File: src/rtl/div_share_arb.sv
// Round-robin arbiter sharing one combinational 16-bit divider among NREQ requesters.
// Optional build macro DIV_ZERO_BYPASS_EN: zero divisors skip EXEC and answer with 16'hFFFF.
module div (
  input  logic [15:0] a,
  input  logic [15:0] b,
  output logic [15:0] out,
  output logic        ov
);
  always_comb begin
    out = (b == 16'd0) ? 16'd0 : a / b;
    ov  = (out == 16'd0);
  end
endmodule

module div_share_arb #(
  parameter int NREQ = 4,
  parameter int IDW  = 2
) (
  input  logic              clk,
  input  logic              rst,
  input  logic [NREQ-1:0]   req,
  input  logic [NREQ*16-1:0] dividend,
  input  logic [NREQ*16-1:0] divisor,
  output logic [NREQ-1:0]   gnt,
  output logic              busy,
  output logic              rsp_valid,
  input  logic              rsp_ready,
  output logic [IDW-1:0]    rsp_id,
  output logic [15:0]       quotient,
  output logic              ov,
  output logic              dz
);
  typedef enum logic [1:0] {IDLE, EXEC, RESP} state_t;

  state_t          state_q, state_d;
  logic [IDW-1:0]  rr_q, rr_d;
  logic [IDW-1:0]  id_q, id_d;
  logic [15:0]     a_q, a_d, b_q, b_d;
  logic [NREQ-1:0] gnt_q, gnt_d;
  logic            rsp_valid_q, rsp_valid_d;
  logic [IDW-1:0]  rsp_id_q, rsp_id_d;
  logic [15:0]     quot_q, quot_d;
  logic            ov_q, ov_d, dz_q, dz_d;

  logic            win_valid;
  logic [IDW-1:0]  win_idx, rr_next;
  logic [15:0]     win_a, win_b;
  logic [15:0]     div_out;
  logic            div_ov;

  div u_div (.a(a_q), .b(b_q), .out(div_out), .ov(div_ov));

  // First requester at or above the rr pointer, wrapping modulo NREQ.
  always_comb begin
    int idx;
    idx       = 0;
    win_valid = 1'b0;
    win_idx   = '0;
    for (int k = 0; k < NREQ; k++) begin
      idx = int'(rr_q) + k;
      if (idx >= NREQ) idx = idx - NREQ;
      if (!win_valid && req[idx]) begin
        win_valid = 1'b1;
        win_idx   = IDW'(idx);
      end
    end
  end

  assign win_a   = dividend[16*win_idx +: 16];
  assign win_b   = divisor[16*win_idx +: 16];
  assign rr_next = (win_idx == IDW'(NREQ-1)) ? '0 : win_idx + IDW'(1);

  always_ff @(posedge clk) begin
    if (rst) begin
      state_q     <= IDLE;
      rr_q        <= '0;
      id_q        <= '0;
      a_q         <= '0;
      b_q         <= '0;
      gnt_q       <= '0;
      rsp_valid_q <= 1'b0;
      rsp_id_q    <= '0;
      quot_q      <= '0;
      ov_q        <= 1'b0;
      dz_q        <= 1'b0;
    end else begin
      state_q     <= state_d;
      rr_q        <= rr_d;
      id_q        <= id_d;
      a_q         <= a_d;
      b_q         <= b_d;
      gnt_q       <= gnt_d;
      rsp_valid_q <= rsp_valid_d;
      rsp_id_q    <= rsp_id_d;
      quot_q      <= quot_d;
      ov_q        <= ov_d;
      dz_q        <= dz_d;
    end
  end

  always_comb begin
    state_d     = state_q;
    rr_d        = rr_q;
    id_d        = id_q;
    a_d         = a_q;
    b_d         = b_q;
    gnt_d       = '0;
    rsp_valid_d = rsp_valid_q;
    rsp_id_d    = rsp_id_q;
    quot_d      = quot_q;
    ov_d        = ov_q;
    dz_d        = dz_q;
    case (state_q)
      IDLE: begin
        if (win_valid) begin
          a_d     = win_a;
          b_d     = win_b;
          id_d    = win_idx;
          gnt_d   = NREQ'(1) << win_idx;
          rr_d    = rr_next;
          state_d = EXEC;
`ifdef DIV_ZERO_BYPASS_EN
          if (win_b == 16'd0) begin
            quot_d      = 16'hFFFF;
            ov_d        = 1'b1;
            dz_d        = 1'b1;
            rsp_id_d    = win_idx;
            rsp_valid_d = 1'b1;
            state_d     = RESP;
          end
`endif
        end
      end
      EXEC: begin
        quot_d      = div_out;
        ov_d        = div_ov;
        dz_d        = (b_q == 16'd0);
        rsp_id_d    = id_q;
        rsp_valid_d = 1'b1;
        state_d     = RESP;
      end
      RESP: begin
        if (rsp_ready) begin
          rsp_valid_d = 1'b0;
          state_d     = IDLE;
        end
      end
      default: state_d = IDLE;
    endcase
  end

  always_comb begin
    busy = (state_q != IDLE);
  end

  assign gnt       = gnt_q;
  assign rsp_valid = rsp_valid_q;
  assign rsp_id    = rsp_id_q;
  assign quotient  = quot_q;
  assign ov        = ov_q;
  assign dz        = dz_q;
endmodule

File: config.mk
export PLATFORM = sky130hd
export DESIGN_NAME = div_share_arb
export DESIGN_NICKNAME = d
export VERILOG_FILES = /design/src/rtl/div_share_arb.sv
export SDC_FILE = /design/constraint.sdc
export NUM_CORES = 1
export LEC_CHECK = 0
export CAP_MARGIN = 20
export CORE_UTILIZATION = 57
export CTS_CLUSTER_DIAMETER = 60
export CTS_CLUSTER_SIZE = 28
export DETAILED_ROUTE_END_ITERATION = 16
export GPL_TIMING_DRIVEN = 0
export HOLD_SLACK_MARGIN = 0.08
export PLACE_DENSITY = 0.95
export SYNTH_ARGS = -nofsm -noshare
export SYNTH_HDL_FRONTEND = slang
export SYNTH_HIERARCHICAL = 1
export SYNTH_SLANG_ARGS = --single-unit
File: constraint.sdc
create_clock -name clk -period 33.2 [get_ports clk]
set_input_delay 3.32 -clock clk [delete_from_list [all_inputs] [get_ports clk]]
set_output_delay 3.32 -clock clk [all_outputs]
set_load 0.02 [all_outputs]
# ---- Word level (Yosys, flattened, before mapping)
# Index checks and enable logic that the tools add are counted.
dict set report classes {
  addsub 8
  n_div 1
  order_cmp 8
  n_eq_ne 5
  shift 3
  n_mux 31
  bitwise 2
  reduce_logical 15
}
# op count
set op_table {}
lappend op_table {{$lt A32 B4 Y1 const B} 4}
lappend op_table {{$mux W32} 4}
lappend op_table {{$shiftx A64 B7 Y16} 2}
lappend op_table {{$logic_not A16 Y1} 2}
lappend op_table {{$div A16 B16 Y16} 1}
lappend op_table {{$mux W16} 1}
lappend op_table {{$mux W2} 7}
lappend op_table {{$mux W1} 13}
lappend op_table {{$sub A3 B3 Y4 const B} 3}
lappend op_table {{$ge A3 B3 Y1 const B} 3}
lappend op_table {{$bmux W1 S2} 4}
lappend op_table {{$add A2 B2 Y3 const B} 2}
lappend op_table {{$pmux W2 S3} 1}
lappend op_table {{$reduce_and A2 Y1} 3}
lappend op_table {{$eq A2 B2 Y1 const B} 2}
lappend op_table {{$ne A2 B2 Y1 const B} 2}
lappend op_table {{$reduce_bool A2 Y1} 2}
lappend op_table {{$shl A1 B2 Y4 const A} 1}
lappend op_table {{$sub A2 B3 Y4 const B} 1}
lappend op_table {{$add A2 B1 Y3 const B} 1}
lappend op_table {{$ge A2 B3 Y1 const B} 1}
lappend op_table {{$logic_and A1 B1 Y1} 3}
lappend op_table {{$logic_not A1 Y1} 3}
lappend op_table {{$reduce_or A3 Y1} 1}
lappend op_table {{5 further kinds} 6}
dict set report word_totals {
  regBits 63
  in_bits 135
  out_inout_bits 26
}

# ---- Longest topological paths before layout
dict set report depth {
  ltp_word 17
  mapped_depth 130
  mapped_depth_nobuf 120
}

# ---- Modules after synthesis
# Netlist, hierarchy kept.
# mod n_inst cells_per_inst area_each_um2 seq_area_each_um2
set by_module_without_submodules {}
lappend by_module_without_submodules {div 1 1035 7160.6 0.0}
lappend by_module_without_submodules {div_share_arb 1 361 3161.8 1261.2}

# ---- Least setup slack after synthesis
# OpenSTA, ideal clock, no wires.
dict set report synth_timing {
  kind {reg2reg}
  start {register b_q[0]}
  end {register ov_q, in the netlist ov}
  t_arrival_ps 25136
  required_ps 33130
  path_slack_ps 7993
  stages_incl_launch_ff 120
  synth_period_minus_slack_ps 25207
  path_cell_list {dfxtp_1 > inv_1 > ha_1 > o21ai_0 > o21ai_0 > o31ai_1 > ha_1 > o21a_1 > o211ai_1 > or2_2 > o21ai_0 > ha_1 > o21ai_0 > a21oi_1 > nand2_1 > nand2_1 > o21ai_0 > ha_1 > (+84 left out) > nand2_1 > o21ai_0 > a41oi_1 > a221oi_1 > o21ai_1 > clkbuf_1 > o211ai_1 > o21ai_0 > nand2_1 > ha_1 > a21o_1 > a21o_1 > a2111oi_0 > a21boi_0 > a41o_1 > nor3b_1 > nand2_1 > a21oi_1}
}
dict set report synth_via {
  elab_chain_len 3
}
# item line_no
set synth_rtl {}
lappend synth_rtl {{start: declaration} 38} ;# logic [15:0] a_q, a_d, b_q, b_d;
lappend synth_rtl {{start signal: assignment} 79} ;# b_q <= '0;
lappend synth_rtl {{start signal: assignment} 91} ;# b_q <= b_d;
lappend synth_rtl {{$div A16 B16 Y16 or $logic_not A16 Y1 (tied branches)} 10} ;# out = (b == 16'd0) ? 16'd0 : a / b;
lappend synth_rtl {{$mux W16 *} 10}
lappend synth_rtl {{net div_out[0]} 48} ;# logic [15:0] div_out;
lappend synth_rtl {{$logic_not A16 Y1 *} 11} ;# ov = (out == 16'd0);
lappend synth_rtl {{net div_ov} 49} ;# logic div_ov;
lappend synth_rtl {{end signal: assignment} 96} ;# ov_q <= ov_d;
lappend synth_rtl {{end: declaration} 43} ;# logic ov_q, ov_d, dz_q, dz_d;
# Mark *: on every way through the listed nets, which the timed path passes. The rest lies on a longest branch.
# A chain may end at the register's enable or synchronous reset.

# ---- Worst setup path after layout
dict set report layout_timing {
  start {register b_q[15]}
  end {register ov_q, in the netlist ov}
}
# Same word-level chain as after synthesis.

==> results by group <==
CTS
  • Number of CTS-inserted buffers: 9
  • Skew-Pair Late Insertion Delay: approximately 0.34 ns
  • CTS max path bufs: 2
  • Clock-pin transition on the worst setup and hold timing paths: 0.06 ns
  • CTS sink count: 63
  • CTS tree: yes
  • H-tree Lvls: 3
  • Root buf cell: clkbuf_16

Routing
  • DR WL met3: roughly 3900 um
  • Routed wl met2: between 15000 and 20000 um
  • Via density: 6.83
  • DRC Markers: 0
  • Uppermost layer routed: met4
  • Total number of vias: 12.3k
  • Final WL: 37200 um
  • Antenna-violating nets left: 0
  • Wl on met1: 14200 um
  • Drt pass-1 iters: 8
  • Drt initial violations: ~1.6k
  • Wire per inst: approximately 21 um

Synthesis
  • Synth top cells by count: 140 x nand2_1, 137 x ha_1, 127 x a21oi_1
  • Post-Syn Area: approximately 0.010 mm2
  • Synth warnings: 6
  • Yosys reg bits: 63
  • Post-synth top area share: about 17%
  • Distinct cell type count after synthesis: between 90 and 100
  • Most common cell in the netlist: nand2_1
  • Cell count after synthesis: between 1k and 1.5k
  • Mean Syn Cell Area: between 7 and 8 um2
  • Main synth FF type: dfxtp_1
  • Sequential share of the synthesized area: approximately an eighth
  • Cell type with the largest total area after synthesis: ha_1
  • Syn Nets: 1668
  • Area contributors post-synth: ha_1 17%, dfxtp_1 12%, a21oi_1 6.2%
  • Async SR Flop Fraction: 0%
  • EDFF count, synth: 0

Floorplan
  • Initial Util: between 50% and 60%
  • Core ar.: 0.0175 mm2
  • Die area: 0.0187 mm2
  • I/O pin total: ~160
  • Die H: 137 um
  • # rows: 48
  • Die W: roughly 140 um

Layout
  • Syn-to-layout area delta: 21.6%
  • Antenna cells: 0
  • Layout cells sized above 1: roughly 7%
  • Post-layout net count: about 1.8k
  • Util after Layout: just over 70%

Setup path
  • Crit path capture type: flip-flop
  • Critical path's most frequent cell: ha_1
  • Critical path type: reg -> reg
  • Worst-path fanout max: 10
  • CP required: around 33 ns
  • Worst stage delay on the critical path: roughly 0.61 ns
  • Flop-to-flop setup slack: roughly 1.8 ns
  • Crit-path slowest cell: o41ai_1
  • WP data arrival: approximately 32 ns
  • Startpoint Class: flip-flop

STA
  • Max-slew violation count: 0
  • Final worst setup slack: around 1.8 ns
  • Max-slew headroom: between 30% and 40%
  • Fin crit share: 94.5%
  • # setup viols final: 0
  • Worst-case clock skew: about 0.013 ns
  • Hold slack: around 0.45 ns
  • Final Hold Fails: 0
  • Worst-Margin Slew: approximately 0.96 ns
  • Fmax achieved: between 30 and 40 MHz
  • Minimum clock period: around 31 ns
  • Final setup TNS: 0 ns
  • RSZ-0062 raised after global routing: false

Place
  • PortBufs: between 150 and 200
  • Final Wtd Congestion: ~0.99
  • Post-DP HPWL: 28600 um
  • Post-place setup slack: ~1.7 ns

Global routing
  • GRT overflow: 0
  • Tot GR Track Use: ~39%
  • Number of antenna violations at the first check in global routing: 0
  • Largest net degree at the start of global routing: 17
  • Vias in the first global route: around 11k
  • First-pass GRT wire length: around 57000 um

Flow run
  • Max Cap Viol: 0

Run status
  • Outcome: finished, final reports clean

Hold path
  • Hold Crit Class: reg -> reg
## final timing paths
| check | startpoint | endpoint | cells after the start |
|---|---|---|---|
| setup / recovery | b_q[15]$_SDFFE_PP0P_ | ov$_SDFFE_PP0P_ | 116 |
| hold / removal | quotient[3]$_SDFFE_PP0P_ | quotient[3]$_SDFFE_PP0P_ | 2 |
| setup reg to reg | b_q[15]$_SDFFE_PP0P_ | ov$_SDFFE_PP0P_ | 116 |
| hold reg to reg | quotient[3]$_SDFFE_PP0P_ | quotient[3]$_SDFFE_PP0P_ | 2 |
## timing repair
item,4_1_cts,5_1_grt
setup buffers,0,1
resized for setup,0,18
endpoints found under the setup margin,0,2
hold buffers,0,0
## per-stage QoR
| step | area [um2] | std cells |
|---|---|---|
| 2_1_floorplan | 10300 | 1396 |
| 3_3_place_gp | 12200 | 1779 |
| 3_5_place_dp | 12200 | 1779 |
| 4_1_cts | 12500 | 1795 |
| 5_1_grt | 12600 | 1796 |
| 6_report | 12600 | 1796 |
## cell usage in the layout (no fill, tap or decap), types with 9 or more instances in the layout
cell / netlist / routed
clkdlybuf4s50_1: 0 / 158
nand2_1: 140 / 140
ha_1: 137 / 137
a21oi_1: 127 / 127
nor2_1: 123 / 123
o21ai_0: 80 / 80
dfxtp_1: 63 / 63
inv_1: 55 / 54
nand3_1: 45 / 45
a21o_1: 41 / 41
clkbuf_1: 42 / 39
xnor2_1: 34 / 34
nor3_1: 34 / 33
o21a_1: 30 / 30
mux2i_1: 30 / 30
xor2_1: 27 / 27
a221o_1: 25 / 25
mux2_1: 25 / 25
a211oi_1: 19 / 19
a31oi_1: 18 / 16
buf_2: 15 / 15
nand2b_1: 15 / 15
nand4_1: 15 / 15
o211ai_1: 15 / 15
mux2_2: 14 / 14
or3_1: 13 / 13
or2_2: 12 / 12
nand3b_1: 11 / 11
o31ai_1: 12 / 11
nor4_1: 10 / 9
o221ai_1: 9 / 9
clkbuf_16: 0 / 9
and3_1: 9 / 9
o21bai_1: 9 / 9
## metal layers
| metal | vias to the layer above | global-route usage [%] |
|---|---|---|
| li1 | 5586 | - |
| met1 | 5611 | 48.2 |
| met2 | 873 | 64.3 |
| met3 | 190 | 7.00 |
| met4 | 0 | 24.2 |
| met5 | - | 0 |
## worst max-delay path, delay by kind of cell (launching register included)
family                     cells  cell delay (ns)
and+or+nand+nor               26             5.85
muxes                          5             1.98
DFF                            1             0.45
adders and majority gates     15             4.85
AOI/OAI and AO/OA             59            15.02
buffers and inverters         11             3.08
## layout make-up
class,instances,area (um2)
well taps,225,282
fillers,1300,4920
flip-flops and latches,63,1260
multi-input cells,1211,8590
plain buffers,67,320
clock buffers,11,243
inverters,55,210
repair buffers,159,1590
clock inverters,5,57.6
## state kept, by name, indices dropped and copies added (netlist names)
signal,count
rsp_id,2
quotient,16
dz,1
state_q,2
gnt,4
ov,1
rr_q,2
id_q,2
a_q,16
b_q,16
rsp_valid,1
## cells by family (layout without fill, tap and decap cells)
group | Yosys count | in the layout | synth area share [%]
AO/OA/AOI/OAI | 475 | 475 | 31.6
AND/OR/NAND/NOR | 467 | 467 | 21.9
adder cells (fa/ha/maj) | 137 | 137 | 16.6
buffers and inverters | 122 | 297 | 5.05
multiplexers | 71 | 71 | 7.45
flip-flops | 63 | 63 | 12.2
XOR/XNOR | 61 | 61 | 5.18
Power is not shown: default switching activity piles up to over one toggle a cycle in this logic, so the estimate is an artifact.
